**src/rtl/dispatch_ctrl.sv**
```systemverilog
// Dispatch sequencing controller: ROB tag allocation, ROB/RS/LSB credit tracking
// and one-cycle flush recovery in front of the dispatcher.
module dispatch_ctrl #(
  parameter int TAG_W       = 4,
  parameter int ROB_ENTRIES = 15,
  parameter int RS_ENTRIES  = 8,
  parameter int LSB_ENTRIES = 8
) (
  input  logic             clk_in,
  input  logic             rst_in,
  input  logic             rdy_in,
  input  logic             decoder_ctrl_valid_in,
  input  logic             decoder_ctrl_is_mem_in,
  output logic             ctrl_decoder_ready_out,
  output logic             ctrl_dispatcher_en_out,
  output logic [TAG_W-1:0] ctrl_dispatcher_tag_out,
  output logic [TAG_W-1:0] ctrl_rob_head_out,
  input  logic             rob_ctrl_commit_in,
  input  logic             rs_ctrl_issue_in,
  input  logic             lsb_ctrl_issue_in,
  input  logic             rob_ctrl_flush_in,
  output logic             ctrl_rob_full_out,
  output logic             ctrl_rob_empty_out,
  output logic             ctrl_err_out
);

  localparam int ROB_CW = $clog2(ROB_ENTRIES + 1);
  localparam int RS_CW  = $clog2(RS_ENTRIES + 1);
  localparam int LSB_CW = $clog2(LSB_ENTRIES + 1);

  typedef enum logic [0:0] {ST_RUN = 1'b0, ST_RECOVER = 1'b1} state_t;

  state_t              state_r, state_nxt_s;
  logic [TAG_W-1:0]    tail_r, head_r;
  logic [ROB_CW-1:0]   rob_count_r, rob_count_nxt_s;
  logic [RS_CW-1:0]    rs_count_r, rs_count_nxt_s;
  logic [LSB_CW-1:0]   lsb_count_r, lsb_count_nxt_s;
  logic                err_r;
  logic                ready_s, fire_s, active_s;
  logic                commit_ok_s, rs_iss_ok_s, lsb_iss_ok_s, underflow_s;
  logic                fire_rs_s, fire_lsb_s;

  // Tags wrap ROB_ENTRIES -> 1 so that tag 0 stays reserved for "ready".
  function automatic logic [TAG_W-1:0] tag_inc(input logic [TAG_W-1:0] t);
    if (t == TAG_W'(ROB_ENTRIES)) tag_inc = TAG_W'(1);
    else                          tag_inc = t + TAG_W'(1);
  endfunction

  // FSM state register
  always_ff @(posedge clk_in) begin
    if (!rst_in)     state_r <= ST_RUN;
    else if (rdy_in) state_r <= state_nxt_s;
  end

  // FSM next-state: any flush enters (or re-enters) RECOVER for one cycle
  always_comb begin
    state_nxt_s = state_r;
    case (state_r)
      ST_RUN:     if (rob_ctrl_flush_in) state_nxt_s = ST_RECOVER; else state_nxt_s = ST_RUN;
      ST_RECOVER: if (rob_ctrl_flush_in) state_nxt_s = ST_RECOVER; else state_nxt_s = ST_RUN;
      default:    state_nxt_s = ST_RUN;
    endcase
  end

  // FSM outputs: ready/fire, driven from registered credits only
  always_comb begin
    ready_s = 1'b0;
    if (rst_in && rdy_in && (state_r == ST_RUN) && !rob_ctrl_flush_in &&
        (rob_count_r < ROB_CW'(ROB_ENTRIES))) begin
      if (decoder_ctrl_is_mem_in) ready_s = (lsb_count_r < LSB_CW'(LSB_ENTRIES));
      else                        ready_s = (rs_count_r  < RS_CW'(RS_ENTRIES));
    end else begin
      ready_s = 1'b0;
    end
    fire_s = ready_s & decoder_ctrl_valid_in;
  end

  // Credit events; a flush cycle discards commits and issues entirely
  always_comb begin
    active_s     = rdy_in & ~rob_ctrl_flush_in;
    commit_ok_s  = active_s & rob_ctrl_commit_in & (rob_count_r != ROB_CW'(0));
    rs_iss_ok_s  = active_s & rs_ctrl_issue_in   & (rs_count_r  != RS_CW'(0));
    lsb_iss_ok_s = active_s & lsb_ctrl_issue_in  & (lsb_count_r != LSB_CW'(0));
    underflow_s  = active_s & ((rob_ctrl_commit_in & (rob_count_r == ROB_CW'(0))) |
                               (rs_ctrl_issue_in   & (rs_count_r  == RS_CW'(0)))  |
                               (lsb_ctrl_issue_in  & (lsb_count_r == LSB_CW'(0))));
    fire_rs_s    = fire_s & ~decoder_ctrl_is_mem_in;
    fire_lsb_s   = fire_s &  decoder_ctrl_is_mem_in;
  end

  // Next counts: simultaneous increment and decrement cancel out
  always_comb begin
    rob_count_nxt_s = rob_count_r;
    if (fire_s && !commit_ok_s)      rob_count_nxt_s = rob_count_r + ROB_CW'(1);
    else if (!fire_s && commit_ok_s) rob_count_nxt_s = rob_count_r - ROB_CW'(1);
    else                             rob_count_nxt_s = rob_count_r;

    rs_count_nxt_s = rs_count_r;
    if (fire_rs_s && !rs_iss_ok_s)      rs_count_nxt_s = rs_count_r + RS_CW'(1);
    else if (!fire_rs_s && rs_iss_ok_s) rs_count_nxt_s = rs_count_r - RS_CW'(1);
    else                                rs_count_nxt_s = rs_count_r;

    lsb_count_nxt_s = lsb_count_r;
    if (fire_lsb_s && !lsb_iss_ok_s)      lsb_count_nxt_s = lsb_count_r + LSB_CW'(1);
    else if (!fire_lsb_s && lsb_iss_ok_s) lsb_count_nxt_s = lsb_count_r - LSB_CW'(1);
    else                                  lsb_count_nxt_s = lsb_count_r;
  end

  // Pointer, credit and error registers; rdy_in low freezes everything
  always_ff @(posedge clk_in) begin
    if (!rst_in) begin
      tail_r      <= TAG_W'(1);
      head_r      <= TAG_W'(1);
      rob_count_r <= ROB_CW'(0);
      rs_count_r  <= RS_CW'(0);
      lsb_count_r <= LSB_CW'(0);
      err_r       <= 1'b0;
    end else if (rdy_in) begin
      if (rob_ctrl_flush_in) begin
        tail_r      <= TAG_W'(1);
        head_r      <= TAG_W'(1);
        rob_count_r <= ROB_CW'(0);
        rs_count_r  <= RS_CW'(0);
        lsb_count_r <= LSB_CW'(0);
      end else begin
        if (fire_s)      tail_r <= tag_inc(tail_r);
        if (commit_ok_s) head_r <= tag_inc(head_r);
        rob_count_r <= rob_count_nxt_s;
        rs_count_r  <= rs_count_nxt_s;
        lsb_count_r <= lsb_count_nxt_s;
      end
      err_r <= err_r | underflow_s;
    end
  end

  assign ctrl_decoder_ready_out  = ready_s;
  assign ctrl_dispatcher_en_out  = fire_s;
  assign ctrl_dispatcher_tag_out = tail_r;
  assign ctrl_rob_head_out       = head_r;
  assign ctrl_rob_full_out       = (rob_count_r == ROB_CW'(ROB_ENTRIES));
  assign ctrl_rob_empty_out      = (rob_count_r == ROB_CW'(0));
  assign ctrl_err_out            = err_r;

endmodule

```
**config.mk**
```make
export PLATFORM = sky130hd
export DESIGN_NAME = dispatch_ctrl
export DESIGN_NICKNAME = d
export VERILOG_FILES = /design/src/rtl/dispatch_ctrl.sv
export SDC_FILE = /design/constraint.sdc
export NUM_CORES = 1
export LEC_CHECK = 0
export CAP_MARGIN = 20
export CELL_PAD_IN_SITES_DETAIL_PLACEMENT = 2
export CELL_PAD_IN_SITES_GLOBAL_PLACEMENT = 2
export CORE_UTILIZATION = 36
export CTS_BUF_LIST = sky130_fd_sc_hd__clkbuf_16
export CTS_CLUSTER_DIAMETER = 200
export DETAILED_ROUTE_END_ITERATION = 8
export HOLD_SLACK_MARGIN = 0.15
export PLACE_DENSITY_LB_ADDON = 0.1
export SETUP_SLACK_MARGIN = 0.05
export SYNTH_ARGS = -nofsm -noshare
export SYNTH_HDL_FRONTEND = slang
export SYNTH_SLANG_ARGS = --single-unit
```
**constraint.sdc**
```tcl
create_clock -name clk_in -period 6.4 [get_ports clk_in]
set_input_delay 0.96 -clock clk_in [delete_from_list [all_inputs] [get_ports clk_in]]
set_output_delay 0.96 -clock clk_in [all_outputs]
set_load 0.02 [all_outputs]
```
## Yosys cells after proc, flatten, opt, wreduce, memory -nomap -nowiden

Cells that the tools add are included.

- Register bits: 22
- Word-level logic and storage cells: 92

- $add $sub $neg: 8
- Order comparisons: 3
- Equal/unequal tests: 3
- Mux-type cells: 18
- Bitwise gates (word level): 20
- Reductions and logical operators: 33

Operator list:

| operator | count |
|---|---|
| $mux W4 | 15 |
| $add A4 B1 Y4 const B | 5 |
| $and A1 B1 Y1 | 14 |
| $eq A4 B4 Y1 const B | 3 |
| $logic_not A4 Y1 | 3 |
| $lt A4 B4 Y1 const B | 3 |
| $reduce_bool A4 Y1 | 3 |
| $sub A4 B1 Y4 const B | 3 |
| $logic_and A1 B1 Y1 | 10 |
| $reduce_and A2 Y1 | 5 |
| $reduce_bool A3 Y1 | 3 |
| $logic_not A1 Y1 | 7 |
| $reduce_bool A2 Y1 | 2 |
| $mux W1 | 3 |
| $not A1 Y1 | 3 |
| $or A1 B1 Y1 | 3 |

## Longest topological paths before layout

- Word-level depth: 12
- Depth in mapped cells: 10
- Depth with buffers taken out: 9

## Worst setup path before layout

No wires, ideal clock.

- Kind: input-to-reg
- Start: input decoder_ctrl_is_mem_in
- End: register rob_count_r[3]
- Arrival: 3390 ps
- Data required time: 6326 ps
- Slack: 2936 ps
- Cell stages on the path: 9
- Buffers on the path: 0
- Cells stage by stage: mux2_2 nor4b_4 o21ai_0 ha_1 a21oi_1 and3_1 mux2i_1 or3_1 a31oi_1

- Cells in the longest elaborated chain, start to end: 7

RTL lines:

| element | RTL line | text |
|---|---|---|
| start, declared | 13 | `input logic decoder_ctrl_is_mem_in,` |
| $mux W1 * | 70 | `if (decoder_ctrl_is_mem_in) ready_s = (lsb_count_r < LSB_CW'(LSB_ENTRIES));` |
| $mux W1 * | 68 | `if (rst_in && rdy_in && (state_r == ST_RUN) && !rob_ctrl_flush_in &&` |
| $and A1 B1 Y1 * | 75 | `fire_s = ready_s & decoder_ctrl_valid_in;` |
| via ctrl_dispatcher_en_out | 15 | `output logic ctrl_dispatcher_en_out,` |
| $logic_not A1 Y1 | 95 | `else if (!fire_s && commit_ok_s) rob_count_nxt_s = rob_count_r - ROB_CW'(1);` |
| $logic_and A1 B1 Y1 | 95 |  |
| $reduce_bool A3 Y1 (no source line) | - |  |
| $reduce_and A2 Y1 (no source line) | - |  |
| end signal, assigned | 128 | `rob_count_r <= rob_count_nxt_s;` |
| end, declared | 35 | `logic [ROB_CW-1:0] rob_count_r, rob_count_nxt_s;` |

The timed path passes the listed nets; every way through them passes the cells marked *.
A chain may end at the register's enable or synchronous reset.

## Worst setup path after layout

- Start: input rdy_in
- End: output ctrl_dispatcher_en_out

- Cells in the longest elaborated chain, start to end: 6

RTL lines:

| element | RTL line | text |
|---|---|---|
| start, declared | 11 | `input logic rdy_in,` |
| $logic_and A1 B1 Y1 (4 in series) | 68 |  |
| $mux W1 | 68 |  |
| $and A1 B1 Y1 | 75 |  |
| end, declared | 15 |  |

Every way passes these cells.

==> run_results.csv <==
group,metric,value,unit
die,design.portCount,22,
critical_path,cp_data_arrival_time,3.52,ns
sta,final_count_of_negative_setup_slack_endpoints,0,
critical_path,cp_data_required_time,5.44,ns
global_routing,grt_start_max_net_pins,27,
placement,finalWeightedCongestion,0.852,
die,dieWidth,69.6,um
sta,fin_setup_tns,0,ns
global_routing,vias_in_the_first_global_route,1680,
synthesis,synth_top_area_frac,0.267,
die,placementRows,24,
die,start_util,0.376,
synthesis,synth-async-reset-ratio,0,
placement,place_ws,1.78,ns
final_layout,flow.area_growth_from_synthesis,21.2,%
critical_path,slowest_delay,0.95,ns
final_layout,finish.cell_count_without_fillers,261,
synthesis,yosys-top-cells-area,"sky130_fd_sc_hd__dfxtp_1 27%, sky130_fd_sc_hd__ha_1 6.1%, sky130_fd_sc_hd__a21oi_1 4.0%",
sta,max_freq,223,MHz
sta,slew_violations,0,
cts,cts_max_path_buffers,2,
route,dr_total_vias,1547,
power,p_total,387,uW
run,maxCapViolCount,0,
cts,cts.repair_timing.setup_buffer_count,0,
final_layout,regArea,440,sq um
route,drcViolationCount,0,
sta,tightest_slew,0.944,ns
sta,rsz0062_at_grt,"no",
final_layout,antenna-diode-count,0,
critical_path,cp_top_family,"buffers and inverters",
sta,max-slew-margin-rel,0.363,
worst_hold_path,hp-class,"reg2reg",
synthesis,synth_most_common_cell,"sky130_fd_sc_hd__dfxtp_1",
sta,skew,0.00225,ns
critical_path,critical_path_start_type,"input pin",
synthesis,syn_area_per_cell,8.62,sq um
critical_path,path_max_fanout,21,
sta,fin_ws,1.92,ns
global_routing,wire_length_of_the_first_global_routing_pass,8.32,mm
synthesis,yosysWarningCount,0,
global_routing,antenna_violations_before_repair,0,
global_routing,global_route_usage_sum,0.214,
route,post_drt_wl_per_cell,19.1,um
final_layout,design.final.nets,230,
synthesis,ys.flop_type,"sky130_fd_sc_hd__dfxtp_1",
critical_path,cpMaxStageDelayCell,"sky130_fd_sc_hd__clkdlybuf4s50_1",
global_routing,overflow,0,
route,detailedRoute.firstIterationViolations,54,
cts,cts_made_buffers,3,
power,p_per_area,194,nW/um^2
power,peakVddDrop,139,uV
final_layout,post_route_cells_drive_above_1_share,0.0813,
synthesis,synth.lib_cells_used.distinct,52,
critical_path,setup.worst_path.class,"in2out",
route,route.final.wire_length,4.98,mm
sta,final.min_clock_period,4.48,ns
synthesis,mappedNetlistArea,1650,sq um
synthesis,number_of_instances_in_the_synthesized_netlist,191,
cts,cts_resized,0,
placement,placedCellCount,257,
critical_path,cpMostUsedCell,"sky130_fd_sc_hd__clkdlybuf4s50_1",
cts,clk-insertion-delay-late,0.26,ns
synthesis,syn_nets,211,
placement,hpwlAfterDp,3.60,mm
synthesis,post_synth_most_frequent_cells,"22 x sky130_fd_sc_hd__dfxtp_1, 17 x sky130_fd_sc_hd__nor2_1, 13 x sky130_fd_sc_hd__a21oi_1, 13 x sky130_fd_sc_hd__inv_1, 11 x sky130_fd_sc_hd__o21ai_0",
die,die_h,69.6,um
cts,clock-sinks,22,
cts,cts_root_buf,"sky130_fd_sc_hd__clkbuf_16",
cts,register_clock_pin_slew_on_the_reported_worst_setup_and_hold_paths,0.07,ns
run_status,outcome,"finished, final reports clean",
synthesis,synth_top_cell_by_area,"sky130_fd_sc_hd__dfxtp_1",
die,core-area,4380,sq um
route,avgViaCountPerCell,5.93,
sta,final_hold_viol_count,0,
synthesis,postSynthRegisterBits,22,
cts,cts_htree_levels,1,
power,total_leakage_power,0.735,nW
route,drt-pass1-iter-count,4,
placement,io_port_bufs,21,
critical_path,path_cells,"clkdlybuf4s50_1 -> nand4bb_4 -> nor4b_4 -> clkdlybuf4s50_1",
final_layout,area_taken_by_multi_input_logic_gates,1120,sq um
sta,final_min_period_over_clock_period,0.699,
placement,dpl-instance-area,1890,sq um
synthesis,seq_area_frac_synth,0.267,
route,drtAntennaViolNets,0,
final_layout,finalInstanceArea,2000,sq um
synthesis,synth_edf_count,0,
final_layout,fillers,498,
cts,tritoncts,"done",
critical_path,critPathCaptureType,"primary output",
cts,cts-hold-fix-buffers,0,
critical_path,crit_buf_inv,2,
die,die_outline_area,4850,sq um
[where the power goes]
| part | leakage (nW) | switching [mW] | internal (mW) |
|---|---|---|---|
| registers | 0.178 | 0.00461 | 0.141 |
| clock network | 0.0511 | 0.0580 | 0.124 |
| logic | 0.506 | 0.0329 | 0.0264 |
| total | 0.735 | 0.0955 | 0.291 |
[final timing paths]
check	from	endpoint	slack (ns)	cells after the start
max	rdy_in	ctrl_dispatcher_en_out	1.92	4
max reg2reg	rob_count_r[2]$_SDFFE_PN0P_	rob_count_r[3]$_SDFFE_PN0P_	3.18	9
min	ctrl_err_out$_SDFFE_PN0P_	ctrl_err_out$_SDFFE_PN0P_	0.48	2
min reg2reg	ctrl_err_out$_SDFFE_PN0P_	ctrl_err_out$_SDFFE_PN0P_	0.48	2
[stage by stage]
stage	utilization	hold slack, ns
after floorplan	-	0.452
after global placement	0.431	0.454
after detailed placement	0.431	0.470
after CTS	0.455	0.486
after global routing	0.455	0.531
final	0.455	0.478
[state kept, by name, indices dropped and copies added, names as in the netlist]
| signal | flops |
|---|---|
| ctrl_rob_head_out | 4 |
| rs_count_r | 4 |
| lsb_count_r | 4 |
| ctrl_err_out | 1 |
| state_r | 1 |
| rob_count_r | 4 |
| ctrl_dispatcher_tag_out | 4 |
[cell type report]
cell class / count / share of cell area
Sequential cell: 22 / 0.221
Timing Repair Buffer: 22 / 0.109
Clock buffer: 3 / 0.0376
Inverter: 13 / 0.0245
Clock inverter: 1 / 0.0150
Multi-Input combinational cell: 148 / 0.561
Tap cell: 52 / 0.0326
[cells in the final DEF (no fill, tap or decap), drive strengths merged, types with 4 or more instances in the layout]
cell and count:
xnor2 5, nand2b 4, o211ai 4, inv 13, nand3 4, a22oi 4, and3 5, clkdlybuf4s50 21
ha 8, dfxtp 22, nor2 17, o41a 4, a21oi 13, nand3b 4, or3 8, mux2i 6
a31oi 5, nor2b 5, o21ai 11
[worst min-delay path, delay by kind of cell (launching register included)]
family / cells / cell delay (ns)
simple gates: 2 / 0.12
flops: 1 / 0.33
[routing by layer]
metal	part of all wire	track usage	wire, um	vias to the layer above
met2	0.51	0.405	2560	26
li1	-	-	-	743
met1	0.45	0.256	2260	772
met3	0.023	0.0276	116	6
met5	0	0	0	-
met4	0.0098	0.0467	49	0
[cell families after synthesis]
logic type | after synthesis | synth area share
adders and majority gates | 11 | 0.0973
DFF | 22 | 0.267
muxes | 7 | 0.0433
buffers and inverters | 21 | 0.0532
AOI/OAI and AO/OA | 51 | 0.207
xor gates and xnor gates | 7 | 0.0372
and+or+nand+nor | 72 | 0.295
No activity file was read; power rests on OpenSTA's default activity.
